<file path="src/rtl/sram_like_pkg.sv">
// Shared types for the sram-like arbiter: port owner tag, request bundle, size codes.
package sram_like_pkg;

  localparam int SRAM_ADDR_W = 32;
  localparam int SRAM_DATA_W = 32;

  localparam logic [1:0] SIZE_BYTE = 2'd0;
  localparam logic [1:0] SIZE_HALF = 2'd1;
  localparam logic [1:0] SIZE_WORD = 2'd2;

  typedef enum logic {OWN_INST = 1'b0, OWN_DATA = 1'b1} owner_e;

  typedef enum logic {LK_IDLE = 1'b0, LK_HELD = 1'b1} lock_e;

  typedef struct packed {
    logic                   wr;
    logic [1:0]             size;
    logic [SRAM_ADDR_W-1:0] addr;
    logic [SRAM_DATA_W-1:0] wdata;
  } sram_req_t;

endpackage

</file>
<file path="src/rtl/sram_like_arbiter_owner_fifo.sv">
// In-order FIFO of owner tags for accepted-but-unanswered transactions.
module owner_fifo
  import sram_like_pkg::*;
#(
  parameter int DEPTH = 4
) (
  input  logic   clk,
  input  logic   rst_n,
  input  logic   push,
  input  owner_e push_owner,
  input  logic   pop,
  output logic   full,
  output logic   empty,
  output owner_e head
);

  localparam int PW = $clog2(DEPTH);

  logic [PW-1:0] wr_ptr_q, rd_ptr_q;
  logic [PW:0]   count_q;
  owner_e        mem_q [DEPTH];

  // DEPTH is a power of two, so pointers wrap naturally.
  always_ff @(posedge clk) begin
    if (!rst_n) begin
      wr_ptr_q <= '0;
      rd_ptr_q <= '0;
      count_q  <= '0;
    end else begin
      if (push) wr_ptr_q <= wr_ptr_q + 1'b1;
      if (pop)  rd_ptr_q <= rd_ptr_q + 1'b1;
      case ({push, pop})
        2'b10:   count_q <= count_q + 1'b1;
        2'b01:   count_q <= count_q - 1'b1;
        default: count_q <= count_q;
      endcase
    end
  end

  always_ff @(posedge clk) begin
    if (push) mem_q[wr_ptr_q] <= push_owner;
  end

  assign full  = (count_q == (PW+1)'(DEPTH));
  assign empty = (count_q == '0);
  assign head  = mem_q[rd_ptr_q];

endmodule

</file>
<file path="src/rtl/sram_like_arbiter.sv">
// Shares one sram-like port between inst and data masters; responses routed in order.
// Optional ARB_ROUND_ROBIN_EN: alternate grants on contention instead of data>inst priority.
module sram_like_arbiter
  import sram_like_pkg::*;
#(
  parameter int OUTSTANDING = 4,
  parameter int ADDR_W      = 32,
  parameter int DATA_W      = 32
) (
  input  logic              clk,
  input  logic              rst_n,
  input  logic              inst_req,
  input  logic              inst_wr,
  input  logic [1:0]        inst_size,
  input  logic [ADDR_W-1:0] inst_addr,
  input  logic [DATA_W-1:0] inst_wdata,
  output logic              inst_addr_ok,
  output logic              inst_data_ok,
  output logic [DATA_W-1:0] inst_rdata,
  input  logic              data_req,
  input  logic              data_wr,
  input  logic [1:0]        data_size,
  input  logic [ADDR_W-1:0] data_addr,
  input  logic [DATA_W-1:0] data_wdata,
  output logic              data_addr_ok,
  output logic              data_data_ok,
  output logic [DATA_W-1:0] data_rdata,
  output logic              m_req,
  output logic              m_wr,
  output logic [1:0]        m_size,
  output logic [ADDR_W-1:0] m_addr,
  output logic [DATA_W-1:0] m_wdata,
  input  logic              m_addr_ok,
  input  logic              m_data_ok,
  input  logic [DATA_W-1:0] m_rdata
);

  sram_req_t inst_r, data_r, sel_r;
  lock_e     lock_q, lock_d;
  owner_e    lock_own_q, lock_own_d;
  owner_e    gnt, fifo_head;
  logic      gnt_vld, accept, pop, fifo_full, fifo_empty;

  assign inst_r = '{wr: inst_wr, size: inst_size,
                    addr: SRAM_ADDR_W'(inst_addr), wdata: SRAM_DATA_W'(inst_wdata)};
  assign data_r = '{wr: data_wr, size: data_size,
                    addr: SRAM_ADDR_W'(data_addr), wdata: SRAM_DATA_W'(data_wdata)};

`ifdef ARB_ROUND_ROBIN_EN
  owner_e last_q;

  always_ff @(posedge clk) begin
    if (!rst_n)      last_q <= OWN_INST;
    else if (accept) last_q <= gnt;
  end
`endif

  // Full is the registered count: a pop this cycle does not free a slot until next cycle.
  always_comb begin
    gnt     = OWN_DATA;
    gnt_vld = 1'b0;
    if (rst_n && !fifo_full) begin
      if (lock_q == LK_HELD) begin
        gnt     = lock_own_q;
        gnt_vld = 1'b1;
      end else if (data_req && inst_req) begin
`ifdef ARB_ROUND_ROBIN_EN
        gnt = (last_q == OWN_INST) ? OWN_DATA : OWN_INST;
`else
        gnt = OWN_DATA;
`endif
        gnt_vld = 1'b1;
      end else if (data_req) begin
        gnt     = OWN_DATA;
        gnt_vld = 1'b1;
      end else if (inst_req) begin
        gnt     = OWN_INST;
        gnt_vld = 1'b1;
      end
    end
  end

  assign sel_r   = (gnt == OWN_DATA) ? data_r : inst_r;
  assign m_req   = gnt_vld & ((gnt == OWN_DATA) ? data_req : inst_req);
  assign m_wr    = m_req & sel_r.wr;
  assign m_size  = m_req ? sel_r.size : 2'b00;
  assign m_addr  = m_req ? ADDR_W'(sel_r.addr) : '0;
  assign m_wdata = m_req ? DATA_W'(sel_r.wdata) : '0;

  assign accept       = m_req & m_addr_ok;
  assign inst_addr_ok = accept & (gnt == OWN_INST);
  assign data_addr_ok = accept & (gnt == OWN_DATA);

  always_comb begin
    lock_d     = lock_q;
    lock_own_d = lock_own_q;
    case (lock_q)
      LK_IDLE: if (m_req && !m_addr_ok) begin
        lock_d     = LK_HELD;
        lock_own_d = gnt;
      end
      LK_HELD: if (accept) lock_d = LK_IDLE;
      default: lock_d = LK_IDLE;
    endcase
  end

  always_ff @(posedge clk) begin
    if (!rst_n) begin
      lock_q     <= LK_IDLE;
      lock_own_q <= OWN_INST;
    end else begin
      lock_q     <= lock_d;
      lock_own_q <= lock_own_d;
    end
  end

  // Responses with nothing outstanding are dropped.
  assign pop          = rst_n & m_data_ok & ~fifo_empty;
  assign inst_data_ok = pop & (fifo_head == OWN_INST);
  assign data_data_ok = pop & (fifo_head == OWN_DATA);
  assign inst_rdata   = m_rdata;
  assign data_rdata   = m_rdata;

  owner_fifo #(.DEPTH(OUTSTANDING)) u_owner_fifo (
    .clk        (clk),
    .rst_n      (rst_n),
    .push       (accept),
    .push_owner (gnt),
    .pop        (pop),
    .full       (fifo_full),
    .empty      (fifo_empty),
    .head       (fifo_head)
  );

endmodule

</file>
<file path="config.mk">
export PLATFORM = sky130hd
export DESIGN_NAME = sram_like_arbiter
export DESIGN_NICKNAME = d
export VERILOG_FILES = /design/src/rtl/sram_like_pkg.sv /design/src/rtl/sram_like_arbiter_owner_fifo.sv /design/src/rtl/sram_like_arbiter.sv
export SDC_FILE = /design/constraint.sdc
export NUM_CORES = 1
export LEC_CHECK = 0
export BUFFER_PORTS_ARGS = -buffer_cell sky130_fd_sc_hd__buf_2
export CAP_MARGIN = 20
export CORE_AREA = 5 5 117 119
export CTS_CLUSTER_SIZE = 12
export DETAILED_ROUTE_END_ITERATION = 8
export DIE_AREA = 0 0 122 124
export PLACE_DENSITY = 0.62
export SYNTH_ARGS = -nofsm -noshare
export SYNTH_HDL_FRONTEND = slang
export SYNTH_HIERARCHICAL = 1
export SYNTH_SLANG_ARGS = --single-unit
export TNS_END_PERCENT = 10
</file>
<file path="constraint.sdc">
create_clock -name clk -period 5.4 [get_ports clk]
set_clock_uncertainty 0.2 [all_clocks]
set_input_delay 0.81 -clock clk [delete_from_list [all_inputs] [get_ports clk]]
set_output_delay 0.81 -clock clk [all_outputs]
set_load 0.1 [all_outputs]
</file>
=== Word level (Yosys, flattened, before mapping) ===
Memory sizes are Yosys's and may differ from the RTL's. A register that Yosys moved wholly into a read port is not among the register bits.
Index checks and enable logic that the tools add are counted.

* Bitwise logic cells: 13
* Add/subtract/negate cells: 4
* Reduce and logical (&&, ||, !) cells: 8
* Eq/ne operators: 3
* Muxes and demuxes: 23

{| class="wikitable"
|+ Operators by type and width
! kind !! count
|-
| 2-to-1 mux 67 bit || 1
|-
| 2-to-1 mux 32 bit || 2
|-
| 2-to-1 mux 1 bit || 15
|-
| bitwise AND 1 bit || 9
|-
| 2-to-1 mux 2 bit || 3
|-
| case mux 3 bit (2 select lines) || 1
|-
| adder 2 x 1 -> 2 bit, second input constant || 2
|-
| NOT 1 bit || 4
|-
| adder 3 x 1 -> 3 bit, second input constant || 1
|-
| equality test 3 bit, second input constant || 1
|-
| logical AND 1 bit || 3
|-
| zero test 3 bit || 1
|-
| subtractor 3 x 1 -> 3 bit, second input constant || 1
|-
| equality test 2 x 1 -> 1 bit, second input constant || 1
|-
| equality test 2 bit, second input constant || 1
|-
| zero test 1 bit || 2
|-
| case mux 1 bit (2 select lines) || 1
|-
| AND reduction 2 bit || 1
|-
| nonzero test 2 bit || 1
|}

* Memories kept: 1
* RAM bits: 4
* Input port bits: 172
* Register bits after elaboration: 9
* Word-level logic and storage cells: 57
* Output and inout port bits: 136

{| class="wikitable"
|+ Memory list
! memory !! words !! width !! rd ports !! clocked after Yosys merged registers in !! write ports !! line !! RTL
|-
| u_owner_fifo.mem_q || 4 || 1 || 1 || 1 || 1 || sram_like_arbiter_owner_fifo.sv:21 || <nowiki>owner_e mem_q [DEPTH];</nowiki>
|}

=== Longest topological paths before layout ===
Gate-level depths: netlist (run 1).

* Depth in word-level cells: 10
* Gate-level depth with buffers: 14

=== By module ===
Netlist (run 1), hierarchy kept.

{| class="wikitable"
|+ By module, submodules not included
! module !! area an instance (µm²) !! times used !! cells each !! seq. area each (µm²)
|-
| sram_like_arbiter || 1859.3 || 1 || 330 || 40.0
|-
| owner_fifo || 593.1 || 1 || 51 || 300.3
|}

=== Worst setup path after synthesis (run 1) ===
No wires, ideal clock.

* Kind: input -> output
* From: in data_req
* To: out m_wdata[2]
* Stages: 5
* Arrival: 2.964 ns
* Path buffers: 2
* Setup slack: 1.426 ns
* Required time: 4.390 ns
* Path through: nor3b_2 buf_2 buf_2 o21ai_0 a21oi_1

* Word-level cells in the longest chain between the ends: 7

{| class="wikitable"
|+ Ends and longest elaborated chain
! element !! line !! RTL
|-
| start, declared || sram_like_arbiter.sv:20 || <nowiki>input logic data_req,</nowiki>
|-
| 2-to-1 mux 1 bit or logical AND 1 bit (tied branches) || sram_like_arbiter.sv:73, sram_like_arbiter.sv:66 ||
|-
| 2-to-1 mux 1 bit || sram_like_arbiter.sv:66 || <nowiki>end else if (data_req && inst_req) begin</nowiki>
|-
| 2-to-1 mux 1 bit || sram_like_arbiter.sv:63 || <nowiki>if (lock_q == LK_HELD) begin</nowiki>
|-
| 2-to-1 mux 1 bit || sram_like_arbiter.sv:62 || <nowiki>if (rst_n && !fifo_full) begin</nowiki>
|-
| 2-to-1 mux 1 bit || sram_like_arbiter.sv:84 || <nowiki>assign m_req = gnt_vld & ((gnt == OWN_DATA) ? data_req : inst_req);</nowiki>
|-
| bitwise AND 1 bit || sram_like_arbiter.sv:84 ||
|-
| 2-to-1 mux 32 bit (*) || sram_like_arbiter.sv:88 || <nowiki>assign m_wdata = m_req ? DATA_W'(sel_r.wdata) : '0;</nowiki>
|-
| end, declared || sram_like_arbiter.sv:32 || <nowiki>output logic [DATA_W-1:0] m_wdata,</nowiki>
|}

Every way passes the cells marked *; elsewhere a longest branch is shown, timed or not.

=== Worst setup path after layout (run 1) ===
* From: in rst_n
* To: out m_addr[14]

* Word-level cells in the longest chain between the ends: 5

{| class="wikitable"
|+ Ends and longest elaborated chain
! element !! line !! RTL
|-
| start, declared || sram_like_arbiter.sv:11 || <nowiki>input logic rst_n,</nowiki>
|-
| logical AND 1 bit (*) || sram_like_arbiter.sv:62 ||
|-
| 2-to-1 mux 1 bit || sram_like_arbiter.sv:62 ||
|-
| 2-to-1 mux 1 bit || sram_like_arbiter.sv:84 ||
|-
| bitwise AND 1 bit || sram_like_arbiter.sv:84 ||
|-
| 2-to-1 mux 32 bit (*) || sram_like_arbiter.sv:87 || <nowiki>assign m_addr = m_req ? ADDR_W'(sel_r.addr) : '0;</nowiki>
|-
| end, declared || sram_like_arbiter.sv:31 || <nowiki>output logic [ADDR_W-1:0] m_addr,</nowiki>
|}

Marks and branches as above.

==> metrics.cfg, run 1 <==
[detailed_routing]
top_layer_used = met4
post_drt_wl_per_cell_um = 14.41
wl_met2_um = 4489
wirelength_met1_um = 3732
routed_via_density = 4.638
drt_first_iter_violations = 148
drc = 0
wl_met3_um = 1184
routed_wl_um = 9682
vias = 3117
drtPass1Iterations = 6
drt.antenna.violating_nets = 0

[layout]
area_delta_synth_final_pct = 31.12
finalNetCount = 679
fillers = 1449
diodes = 0
fin_cells = 672
drive_gt1_frac = 0.4580

[floorplan]
die_area_um2 = 15130
start_util = 0.1967
die_h_um = 124
rows = 41
core_um2 = 12470
ios = 308
die_w_um = 122

[sta]
drv_slew = 0
min_period_ns = 3.793
min_period_over_period = 0.7023
tightest_slew_ns = 1.051
setup_viol = 0
totalNegativeSetupSlack_ns = 0
max_freq_mhz = 263.7
rsz0062_at_grt = no
hold_viol = 0
maxSlewHeadroom = 0.2995

[setup_path]
reg2reg_from = u_owner_fifo/count_q[0]$_SDFFE_PN0P_
critPathMaxFanout = 37
required_ns = 4.39
arrival_ns = 2.78
crit_start = rst_n
startpoint_type = primary input
timing.rr.end = u_owner_fifo/count_q[1]$_SDFFE_PN0P_
critPathKind = in -> out
reg2regPathDepth = 11
setup.worst_path.end_class = output pin
reg2reg_slack_ns = 2.19

[clocking]
clock-sinks = 15
cts_made_buffers = 3
clock_path_buffers = 2
post_cts_buffers = 0
hold_buffers = 0
cts_max_level = 1
clock_latency_ns = 0.25
post_cts_resized = 0
cts_tree = built
clkTransAtPathRegs_ns = 0.05
root_buffer = clkbuf_16

[global_route]
grt_pass1_wl_um = 13780
antenna_found_initial = 0
grt_pass1_vias = 2720
grt_usage = 0.1115
overflow = 0
grt_max_degree = 69

[synth]
ys_ff_latch = 15
synth-async-reset-ratio = 0
synth_ff_type = dfxtp_1
synth.area.top_cells = buf_4, a21oi_1, nand3_1
synth_edf_count = 4
synthesis.area_um2 = 2452
yosysWarnings = 6
synth.net_count = 559
syn_inst = 381
synth_top_area_share = 0.1959
synth-seq-area-share = 0.1388
ys_types = 36
avgSynthCellArea_um2 = 6.437
synth_top_cell_by_area = buf_4

[worst_hold_path]
hold_class = reg -> reg
hold_end = u_owner_fifo/count_q[2]$_SDFFE_PN0P_
whs_path_depth = 2
hp-start = u_owner_fifo/count_q[2]$_SDFFE_PN0P_

[pwr]
peakVddDrop_mv = 0.1058
p_leak_uw = 0.001614
power_per_cell_area_nw_per_um2 = 263.9

[place]
dp.cells = 667
port_buffers = 211
gp_congestion = 0.6950
dp_hpwl_um = 7395

[run_status]
status = complete, no violations

[run]
drv_cap = 0

logic make-up after synthesis:
| kind of cell | share of synthesized area |
|---|---|
| flip-flops | 0.1388 |
| XOR/XNOR | 0.01786 |
| AND/OR/NAND/NOR | 0.2153 |
| AO/OA/AOI/OAI | 0.2975 |
| adder cells (fa/ha/maj) | 0.03367 |
| buffers and inverters | 0.2796 |
| multiplexers | 0.01735 |
cell usage in the layout (no fill, tap or decap), types with 2 or more instances in the layout:
| cell type | n |
|---|---|
| buf_2 | 211 |
| a21oi_1 | 68 |
| nand3_1 | 67 |
| o21ai_0 | 65 |
| and2_1 | 11 |
| dfxtp_1 | 11 |
| inv_1 | 8 |
| nand2_1 | 5 |
| buf_4 | 5 |
| ha_1 | 5 |
| nor2_1 | 4 |
| o21ai_1 | 4 |
| nor3_1 | 4 |
| edfxtp_1 | 4 |
| clkbuf_16 | 3 |
| xor2_1 | 3 |
| mux2i_1 | 2 |
| xnor2_1 | 2 |
cell type report:
type                            instances  area [µm²]  share of cell area
Sequential cell                        15       340.3              0.1058
Multi-Input combinational cell        256        1438              0.4471
Tap cell                              172       215.2             0.06693
Timing Repair Buffer                  217        1114              0.3463
Clock buffer                            4       78.83             0.02451
Inverter                                8       30.03            0.009339
report_power, final:
| group | leakage (µW) | switching [µW] | internal [µW] |
|---|---|---|---|
| Combinational | 0.00145 | 459 | 119 |
| Clock | 0.0000382 | 44.1 | 99.9 |
| Sequential | 0.000125 | 5.53 | 122 |
how the worst max path moves through the flow:
stage	slack, ns	cells after the start	endpoint
2_1_floorplan	1.43	5	m_wdata[2]
3_3_place_gp	1.42	6	m_wdata[8]
6_report	1.61	6	m_addr[14]
5_1_grt	1.42	6	m_wdata[5]
4_1_cts	1.40	6	m_wdata[4]
3_5_place_dp	1.40	6	m_wdata[4]
critical path, stage by stage:
cell	delay, ns
buf_2	0.20
nand2b_1	0.13
a211o_2	0.58
buf_4	0.38
a21oi_1	0.22
buf_2	0.46
synthesized netlist by cell type (5+ instances only):
cell type / n
buf_4: 64
o21ai_0: 65
clkbuf_1: 13
ha_1: 5
buf_2: 19
nand3_1: 67
and2_1: 11
nand2_1: 5
dfxtp_1: 11
a21oi_1: 68
inv_1: 8
through the flow:
stage | worst slack [ns] | power (µW) | cell area, µm² | util | hold WS (ns)
2_1_floorplan | 1.426 | 807.8 | 2452 | - | 0.2660
3_3_place_gp | 1.415 | 705.8 | 3117 | 0.2500 | 0.2935
3_5_place_dp | 1.397 | 706.1 | 3117 | 0.2500 | 0.3012
4_1_cts | 1.395 | 851.7 | 3196 | 0.2563 | 0.3082
5_1_grt | 1.423 | 891.7 | 3216 | 0.2580 | 0.3499
6_report | 1.607 | 848.7 | 3216 | 0.2580 | 0.3032
layer usage:
layer  GRT usage  up-vias
met5           0        -
met4     0.04762        0
met3     0.03224       32
met2      0.1861      204
met1      0.1339     1377
li1            -     1504
No activity file was read; power rests on OpenSTA's default activity.
==> inputs of run 2 (changes only) <==
CORE_AREA = 5 5 118 120   (was 5 5 117 119)
DIE_AREA = 0 0 123 125   (was 0 0 122 124)
PLACE_DENSITY = 0.63   (was 0.62)
clock period = 3.2 ns   (was 5.4 ns; I/O delays follow)
==> run 2 against run 1 <==
  * Via count rose by 1.3%
  * Clock-buffer cell count fell by 1
  * Sequential cell count did not move
  * Die area rose by 1.6%
  * Critical path depth rose by 1
  * Register-to-register slack got worse by 1.6 ns
==> metrics.cfg, run 2 (same netlist as run 1, synthesis figures left out) <==
[setup_path]
timing.rr.end = u_owner_fifo/count_q[2]$_SDFFE_PN0P_
reg2regPathDepth = 12  ; +1
reg2reg_from = u_owner_fifo/count_q[0]$_SDFFE_PN0P_
required_ns = 2.52  ; -1.87 ns
startpoint_type = register
critPathMaxFanout = 41  ; +11%
arrival_ns = 2.39  ; -0.39 ns
reg2reg_slack_ns = 0.57  ; -1.62 ns
critPathKind = reg -> out
setup.worst_path.end_class = output pin

[pwr]
peakVddDrop_mv = 0.2300  ; +120%
power_per_cell_area_nw_per_um2 = 441.1  ; +67%
p_leak_uw = 0.001650  ; +2.2%

[floorplan]
die_area_um2 = 15380  ; +1.6%
start_util = 0.1905  ; -0.006252
rows = 42  ; +2.4%
die_w_um = 123  ; +0.82%
ios = 308  ; unchanged
core_um2 = 12870  ; +3.3%
die_h_um = 125  ; +0.81%

[sta]
min_period_ns = 3.072
setup_viol = 0  ; unchanged
totalNegativeSetupSlack_ns = 0  ; unchanged
maxSlewHeadroom = 0.6558  ; +0.3563
rsz0062_at_grt = no
min_period_over_period = 0.9599
drv_slew = 0  ; unchanged
fin_ws_ns = 0.1284  ; -1.479 ns
hold_viol = 0  ; unchanged
tightest_slew_ns = 0.5163  ; -0.5345 ns
max_freq_mhz = 325.6

[global_route]
grt_pass1_vias = 3016  ; +11%
overflow = 0  ; unchanged
grt_usage = 0.1146  ; +0.003125
grt_max_degree = 50  ; -28%
grt_pass1_wl_um = 14560  ; +5.7%
antenna_found_initial = 0  ; unchanged

[layout]
stdcell_area_um2 = 3312  ; +3.0%
layout_commonest_cell = buf_2
fin_cells = 682  ; +1.5%
area_delta_synth_final_pct = 35.05
diodes = 0  ; unchanged
final_cell_mix = buf_2, a21oi_1, nand3_1
drive_gt1_frac = 0.4704  ; +0.01236
finalNetCount = 685  ; +0.88%

[clocking]
hold_buffers = 0  ; unchanged
cts_max_level = 1  ; unchanged
clkTransAtPathRegs_ns = 0.05  ; about the same
post_cts_buffers = 0  ; unchanged
clock_latency_ns = 0.25  ; about the same
root_buffer = clkbuf_16
cts_tree = built
cts_made_buffers = 3  ; unchanged
clock_path_buffers = 2  ; unchanged
clock-sinks = 15  ; unchanged
post_cts_resized = 0  ; unchanged

[run_status]
status = complete, no violations

[worst_hold_path]
whs_path_depth = 2  ; unchanged
hp-start = u_owner_fifo/count_q[2]$_SDFFE_PN0P_
hold_end = u_owner_fifo/count_q[2]$_SDFFE_PN0P_
hold_class = reg -> reg

[place]
dp.cells = 678  ; +1.6%
placed_area_um2 = 3227  ; +3.5%
gp_congestion = 0.7492  ; +7.8%
post-place-ws_ns = 0.4258  ; -0.9711 ns
port_buffers = 211  ; unchanged
dp_hpwl_um = 7605  ; +2.8%

[detailed_routing]
drt.antenna.violating_nets = 0  ; unchanged
routed_wl_um = 9795  ; +1.2%
drc = 0  ; unchanged
drtPass1Iterations = 5  ; -1
post_drt_wl_per_cell_um = 14.36  ; -0.32%
vias = 3156  ; +1.3%
drt_first_iter_violations = 115  ; -22%
routed_via_density = 4.628  ; -0.23%

[run]
drv_cap = 0  ; unchanged

run 2: changes by cell type in the layout (fill, tap and decap cells not counted), sizes merged:
cell / change
clkinvlp: +1
buf: +5
run 2: final cells by class:
cell class	count	area, µm²
clock inverters	1	7.507
inverters	8	30.03
fillers	1449	9563
clock buffers	3	75.07
repair buffers	223	1191
flip-flops and latches	15	340.3
well taps	176	220.2
multi-input cells	256	1448
run 2: worst max path at each step:
stage	slack (ns)	cells after the start	start	endpoint
6_report	0.13	7	u_owner_fifo/count_q[0]$_SDFFE_PN0P_	m_wdata[8]
3_3_place_gp	0.44	7	u_owner_fifo/count_q[0]$_SDFFE_PN0P_	m_wdata[8]
5_1_grt	0.003	7	u_owner_fifo/count_q[1]$_SDFFE_PN0P_	m_addr[6]
2_1_floorplan	-0.30	7	u_owner_fifo/count_q[0]$_SDFFE_PN0P_	m_addr[0]
3_5_place_dp	0.43	7	u_owner_fifo/count_q[0]$_SDFFE_PN0P_	m_addr[12]
4_1_cts	0.15	7	u_owner_fifo/count_q[0]$_SDFFE_PN0P_	m_wdata[8]
run 2: power by group:
| part | switching, µW | leakage, µW | internal, µW |
|---|---|---|---|
| Clock | 82.3 | 0.0000371 | 169 |
| Sequential | 9.49 | 0.000125 | 205 |
| Combinational | 779 | 0.00149 | 216 |
run 2: worst max-delay path, stage by stage (launching register included):
cell	delay, ns
dfxtp_1	0.36
inv_1	0.08
and3_1	0.19
nand2b_1	0.20
a211o_2	0.35
buf_4	0.27
a21oi_1	0.21
buf_2	0.46
run 2: through the flow:
step / power (µW) / hold WS, ns / util
2_1_floorplan: 1365 / 0.2660 / -
3_3_place_gp: 1214 / 0.2917 / 0.2506
3_5_place_dp: 1217 / 0.3119 / 0.2506
4_1_cts: 1470 / 0.3193 / 0.2570
5_1_grt: 1531 / 0.3696 / 0.2572
6_report: 1461 / 0.3130 / 0.2572
run 2: per-layer routing:
| metal | wire length, µm | global-route usage | part of all wire | up-vias |
|---|---|---|---|---|
| li1 | - | - | - | 1517 |
| met1 | 3777 | 0.1299 | 0.39 | 1420 |
| met2 | 4704 | 0.2046 | 0.48 | 185 |
| met3 | 1073 | 0.03071 | 0.11 | 34 |
| met4 | 240 | 0.03974 | 0.025 | 0 |
| met5 | 0 | 0 | 0 | - |
